### src/rtl/param_instruction_queue.sv
`default_nettype none
// +----------------------------------------------------------------------------+
// | Module   : param_instruction_queue                                          |
// | Purpose  : In-order instruction queue for the Tomasulo front end. Decoded   |
// |            instructions are buffered in a circular FIFO. The head entry is  |
// |            issued to the execution unit it names while that unit reports a  |
// |            free reservation station. The issue is confirmed one cycle later |
// |            (issue_error=0 pops the entry; issue_error=1 keeps it for retry).|
// |            A head entry naming a nonexistent unit is discarded with drop.   |
// | Ports    : clock, reset_n (async, active-low)                               |
// |            enq_valid/enq_ready + enq_operation/unit/dest/A/B  (from decode) |
// |            unit_available[NUM_UNITS], issue_error            (from RS array)|
// |            operation, execution_unit, Dest_address, A_address, B_address,   |
// |            issue, drop, count                                (to RS array)  |
// |            flush (only when IQ_FLUSH_EN is defined)                         |
// | Options  : IQ_FLUSH_EN - adds a synchronous flush input                     |
// | Revision : 1.0  initial release                                             |
// +----------------------------------------------------------------------------+
module param_instruction_queue #(
   parameter int DEPTH     = 8,
   parameter int NUM_UNITS = 3,
   parameter int OP_W      = 6,
   parameter int UNIT_W    = 3,
   parameter int ADDR_W    = 5
) (
   input  logic                     clock,
   input  logic                     reset_n,
`ifdef IQ_FLUSH_EN
   input  logic                     flush,
`endif
   input  logic                     enq_valid,
   output logic                     enq_ready,
   input  logic [OP_W-1:0]          enq_operation,
   input  logic [UNIT_W-1:0]        enq_unit,
   input  logic [ADDR_W-1:0]        enq_dest,
   input  logic [ADDR_W-1:0]        enq_A,
   input  logic [ADDR_W-1:0]        enq_B,
   input  logic [NUM_UNITS-1:0]     unit_available,
   input  logic                     issue_error,
   output logic [OP_W-1:0]          operation,
   output logic [UNIT_W-1:0]        execution_unit,
   output logic [ADDR_W-1:0]        Dest_address,
   output logic [ADDR_W-1:0]        A_address,
   output logic [ADDR_W-1:0]        B_address,
   output logic                     issue,
   output logic [$clog2(DEPTH):0]   count,
   output logic                     drop
);

   localparam int PTR_W = $clog2(DEPTH);
   localparam int CNT_W = PTR_W + 1;

   typedef struct packed {
      logic [OP_W-1:0]   op;
      logic [UNIT_W-1:0] unit;
      logic [ADDR_W-1:0] dest;
      logic [ADDR_W-1:0] a;
      logic [ADDR_W-1:0] b;
   } entry_t;

   typedef enum logic [0:0] {
      ST_IDLE    = 1'b0,
      ST_CONFIRM = 1'b1
   } state_t;

   entry_t             entry_mem [DEPTH];
   logic [PTR_W-1:0]   wr_ptr_q, wr_ptr_d;
   logic [PTR_W-1:0]   rd_ptr_q, rd_ptr_d;
   logic [CNT_W-1:0]   count_q, count_d;
   state_t             state_q, state_d;
   entry_t             out_q, out_d;
   logic               issue_q, issue_d;
   logic               drop_q, drop_d;

   entry_t             head;
   logic               empty, full, push, pop;
   logic               head_unit_ok, head_avail;

   assign head      = entry_mem[rd_ptr_q];
   assign empty     = (count_q == '0);
   assign full      = (count_q == CNT_W'(DEPTH));
   // Only occupancy gates acceptance; a pop in the same cycle does not
   // free a slot early.
   assign enq_ready = !full;

   // Unit index range check and availability lookup without indexing
   // unit_available out of range.
   always_comb begin
      head_unit_ok = (int'(head.unit) < NUM_UNITS);
      head_avail   = 1'b0;
      for (int u = 0; u < NUM_UNITS; u++) begin
         if (int'(head.unit) == u) head_avail = unit_available[u];
      end
   end

   always_comb begin
      state_d  = state_q;
      wr_ptr_d = wr_ptr_q;
      rd_ptr_d = rd_ptr_q;
      count_d  = count_q;
      out_d    = out_q;
      issue_d  = 1'b0;
      drop_d   = 1'b0;
      push     = enq_valid && !full;
      pop      = 1'b0;

      case (state_q)
         ST_IDLE: begin
            if (!empty) begin
               if (!head_unit_ok) begin
                  pop    = 1'b1;
                  drop_d = 1'b1;
               end else if (head_avail) begin
                  out_d   = head;
                  issue_d = 1'b1;
                  state_d = ST_CONFIRM;
               end
            end
         end
         ST_CONFIRM: begin
            // A rejected issue leaves the head in place for a later retry.
            state_d = ST_IDLE;
            if (!issue_error) pop = 1'b1;
         end
         default: state_d = ST_IDLE;
      endcase

`ifdef IQ_FLUSH_EN
      if (flush) begin
         push    = 1'b0;
         pop     = 1'b0;
         state_d = ST_IDLE;
         issue_d = 1'b0;
         drop_d  = 1'b0;
         out_d   = out_q;
      end
`endif

      if (push) wr_ptr_d = wr_ptr_q + 1'b1;
      if (pop)  rd_ptr_d = rd_ptr_q + 1'b1;
      case ({push, pop})
         2'b10:   count_d = count_q + CNT_W'(1);
         2'b01:   count_d = count_q - CNT_W'(1);
         default: count_d = count_q;
      endcase

`ifdef IQ_FLUSH_EN
      if (flush) begin
         wr_ptr_d = '0;
         rd_ptr_d = '0;
         count_d  = '0;
      end
`endif
   end

   always_ff @(posedge clock or negedge reset_n) begin
      if (!reset_n) begin
         wr_ptr_q <= '0;
         rd_ptr_q <= '0;
         count_q  <= '0;
         state_q  <= ST_IDLE;
         out_q    <= '0;
         issue_q  <= 1'b0;
         drop_q   <= 1'b0;
      end else begin
         wr_ptr_q <= wr_ptr_d;
         rd_ptr_q <= rd_ptr_d;
         count_q  <= count_d;
         state_q  <= state_d;
         out_q    <= out_d;
         issue_q  <= issue_d;
         drop_q   <= drop_d;
      end
   end

   // Storage needs no reset: entries are only read while count is non-zero.
   always_ff @(posedge clock) begin
      if (push) begin
         entry_mem[wr_ptr_q] <= '{op: enq_operation, unit: enq_unit, dest: enq_dest,
                                  a: enq_A, b: enq_B};
      end
   end

   assign operation      = out_q.op;
   assign execution_unit = out_q.unit;
   assign Dest_address   = out_q.dest;
   assign A_address      = out_q.a;
   assign B_address      = out_q.b;
   assign issue          = issue_q;
   assign drop           = drop_q;
   assign count          = count_q;

endmodule
`default_nettype wire
### config.mk
export PLATFORM = sky130hd
export DESIGN_NAME = param_instruction_queue
export DESIGN_NICKNAME = d
export VERILOG_FILES = /design/src/rtl/param_instruction_queue.sv
export SDC_FILE = /design/constraint.sdc
export NUM_CORES = 1
export LEC_CHECK = 0
export CORE_MARGIN = 5
export CORE_UTILIZATION = 30
export DETAILED_ROUTE_END_ITERATION = 8
export HOLD_SLACK_MARGIN = 0.08
export PLACE_DENSITY = 0.45
export REMOVE_ABC_BUFFERS = 1
export SETUP_SLACK_MARGIN = 0.02
export SLEW_MARGIN = 20
export SYNTH_ARGS = -nofsm -noshare
export SYNTH_HDL_FRONTEND = slang
export SYNTH_SLANG_ARGS = --single-unit
### constraint.sdc
create_clock -name clock -period 5.6 [get_ports clock]
set_input_delay 1.4 -clock clock [delete_from_list [all_inputs] [get_ports clock]]
set_output_delay 1.4 -clock clock [all_outputs]
set_load 0.02 [all_outputs]
==> impl_metrics.json <==
{
  "wirelength_mm": 19.2,
  "worst_pin_slew_ns": 1.13,
  "rr_startpoint": "rd_ptr_q[2]",
  "hold_slack_ns": 0.497,
  "grt_pass1_vias": 4745,
  "synth_area_um2": 8970,
  "mostFrequentLayoutCells": "192 x edfxtp_1, 60 x clkdlybuf4s50_1, 44 x mux2i_1, 34 x dfrtp_1, 26 x mux4_2",
  "rows": 63,
  "hold_start": "execution_unit[2]",
  "antenna_found_initial": 1,
  "post-cts-setup-buffers": 0,
  "n_antenna_cell": 0,
  "ys_seq_area_share_pct": 74.3,
  "fin_area_um2": 10900,
  "final_nets": 569,
  "dp_cells": 894,
  "path_max_fanout": 14,
  "powerDensity_nw_per_um2": 561,
  "io_pins": 62,
  "drive_gt1_share_pct": 20.7,
  "fin_cells": 940,
  "drv_cap": 0,
  "die_y_um": 183,
  "final_common_cell": "edfxtp_1",
  "synth.avg_cell_area_um2": 19.7,
  "grt_use_total_pct": 11.3,
  "drc": 0,
  "hold_viol": 0,
  "maxSlewHeadroom_pct": 24.6,
  "crit_required_ns": 6.00,
  "core_area_um2": 29600,
  "cts_tree": "yes",
  "worstSetupEndpointType": "flip-flop",
  "worst_setup_path_start_kind": "flip-flop",
  "vias": 4382,
  "area_delta_synth_final_pct": 21.3,
  "fmaxAchievable_ghz": 0.285,
  "min_period_ns": 3.51,
  "viasPerCell": 4.66,
  "start_util_pct": 30.4,
  "dpl.hpwl_mm": 11.0,
  "grt_max_degree": 64,
  "min_period_over_period_pct": 62.6,
  "outcome": "complete, no violations",
  "io_buffers": 61,
  "nFillCells": 2743,
  "min_path_cells": 1,
  "h-tree-depth": 1,
  "cts_hold_buf": 0,
  "gp_congestion": 0.696,
  "p_leak_nw": 3.72,
  "rsz0062_at_grt": "false",
  "finalClockSkew_ns": 0.00791,
  "dieArea_um2": 33500,
  "setup_violations": 0,
  "syn_inst": 456,
  "grt_overflow_total": 0,
  "clock_latency_ns": 0.51,
  "cts-root-buf": "clkbuf_16",
  "p_total_mw": 6.10,
  "ys_types": 38,
  "cts_buffers": 25,
  "worstPathArrival_ns": 3.91,
  "clock-sinks": 228,
  "rr_endpoint": "count[3]",
  "maxSlewViolCount": 0,
  "drtAntennaViolNets": 0,
  "drt_iter0_markers": 166,
  "min_to": "execution_unit[2]",
  "synth_warnings": 0,
  "hold_path.class": "flip-flop to flip-flop",
  "drtPass1Iterations": 4,
  "grt_first_pass_wirelength_mm": 29.2,
  "crit_type": "flip-flop to flip-flop",
  "reg2reg_slack_ns": 2.09,
  "dieWidth_um": 183,
  "tns_ns": 0,
  "max-vdd-ir-drop_uv": 227,
  "ys_seq_elements": 228,
  "place_area_um2": 10100,
  "cts_resized": 0,
  "clk_pin_slew_worst_paths_ns": 0.06,
  "clk_path_buf_depth": 3,
  "reg2regPathDepth": 12,
  "wl_per_cell_um": 20.4
}
==> per-layer routing <==
layer	share of wire, %	global-route usage (%)	wire (um)
met5	0.068	0	13
met2	47	18.2	8970
met1	47	16.0	9050
met3	4.2	2.44	801
met4	1.9	2.62	369
==> state kept, by name, summed over array words and instances (netlist names) <==
register / count
issue: 1
rd_ptr_q: 3
count: 4
Dest_address: 5
execution_unit: 3
entry_mem: 192
drop: 1
wr_ptr_q: 3
B_address: 5
A_address: 5
operation: 6
==> worst max-delay path by stage <==
stage,start,to,cells after the start,slack [ns]
after floorplan,rd_ptr_q[1],count[3],12,1.15
after global placement,unit_available[0],B_address[4],5,1.91
after detailed placement,unit_available[1],B_address[4],5,1.87
after CTS,rd_ptr_q[2],Dest_address[4],6,1.95
after global routing,rd_ptr_q[2],count[3],12,1.81
final,rd_ptr_q[2],count[3],12,2.09
==> where the power goes <==
part	switching, mW	leakage [nW]	total [mW]	internal (mW)
logic	1.09	1.18	2.15	1.06
clock network	0.637	0.387	1.55	0.913
registers	0.194	2.16	2.40	2.21
total	1.92	3.72	6.10	4.18
==> final cells by class <==
class,instances,area (um^2),share of cell area (%)
well taps,390,488,4.48
multi-input cells,201,2230,20.5
clock buffers,38,744,6.84
repair buffers,70,689,6.33
inverters,6,22.5,0.207
clock inverters,7,40.0,0.368
flip-flops and latches,228,6670,61.3
==> through the flow <==
stage	setup WS (ns)	util (%)
after global routing	1.81	36.8
final	2.09	36.8
after floorplan	1.15	-
after CTS	1.95	36.8
after detailed placement	1.87	34.1
after global placement	1.91	34.1
==> synthesized netlist by cell type <==
master / count / area (um^2)
edfxtp_1: 192 / 5770
nand2_1: 8 / 30.0
a311oi_1: 1 / 8.76
a221oi_1: 21 / 184
mux2_4: 18 / 270
a21oi_1: 3 / 15.0
mux2i_2: 2 / 27.5
nand2b_1: 3 / 18.8
mux2i_1: 44 / 440
inv_1: 6 / 22.5
o21ai_0: 3 / 15.0
nor3_1: 3 / 15.0
nand3_1: 4 / 20.0
buf_2: 10 / 50.1
buf_6: 3 / 33.8
dfrtp_1: 36 / 901
nor3b_1: 1 / 7.51
a22o_1: 1 / 8.76
xor2_1: 1 / 8.76
clkbuf_1: 7 / 26.3
nor2b_1: 24 / 150
nor2_1: 9 / 33.8
xnor2_1: 5 / 43.8
buf_1: 1 / 3.75
a211oi_4: 1 / 20.0
mux2i_4: 1 / 22.5
o22ai_1: 1 / 6.26
mux4_2: 26 / 586
fa_1: 1 / 20.0
mux4_1: 1 / 26.3
o21a_1: 2 / 15.0
o2111ai_1: 1 / 8.76
ha_1: 5 / 62.6
mux2_2: 6 / 67.6
or2_2: 1 / 6.26
or4b_2: 1 / 10.0
a41oi_1: 1 / 8.76
a21o_1: 2 / 15.0
==> logic make-up after synthesis <==
group,share of synthesized area (%)
simple gates,3.25
mux,16.0
fa+ha+maj,0.920
buf+inv,1.52
xor+xnor,0.586
flops,74.3
compound gates,3.40
==> critical path, stage by stage, from the launching register on <==
cell and delay, ns:
dfrtp_1 0.72, mux4_2 0.57, mux2i_1 0.41, o21a_1 0.25, o21a_1 0.20, inv_1 0.06, ha_1 0.21, ha_1 0.29
a21o_1 0.18, a21oi_1 0.16, xnor2_1 0.13, nor2_1 0.07, xnor2_1 0.12
Power figures use the tool's default switching activity.
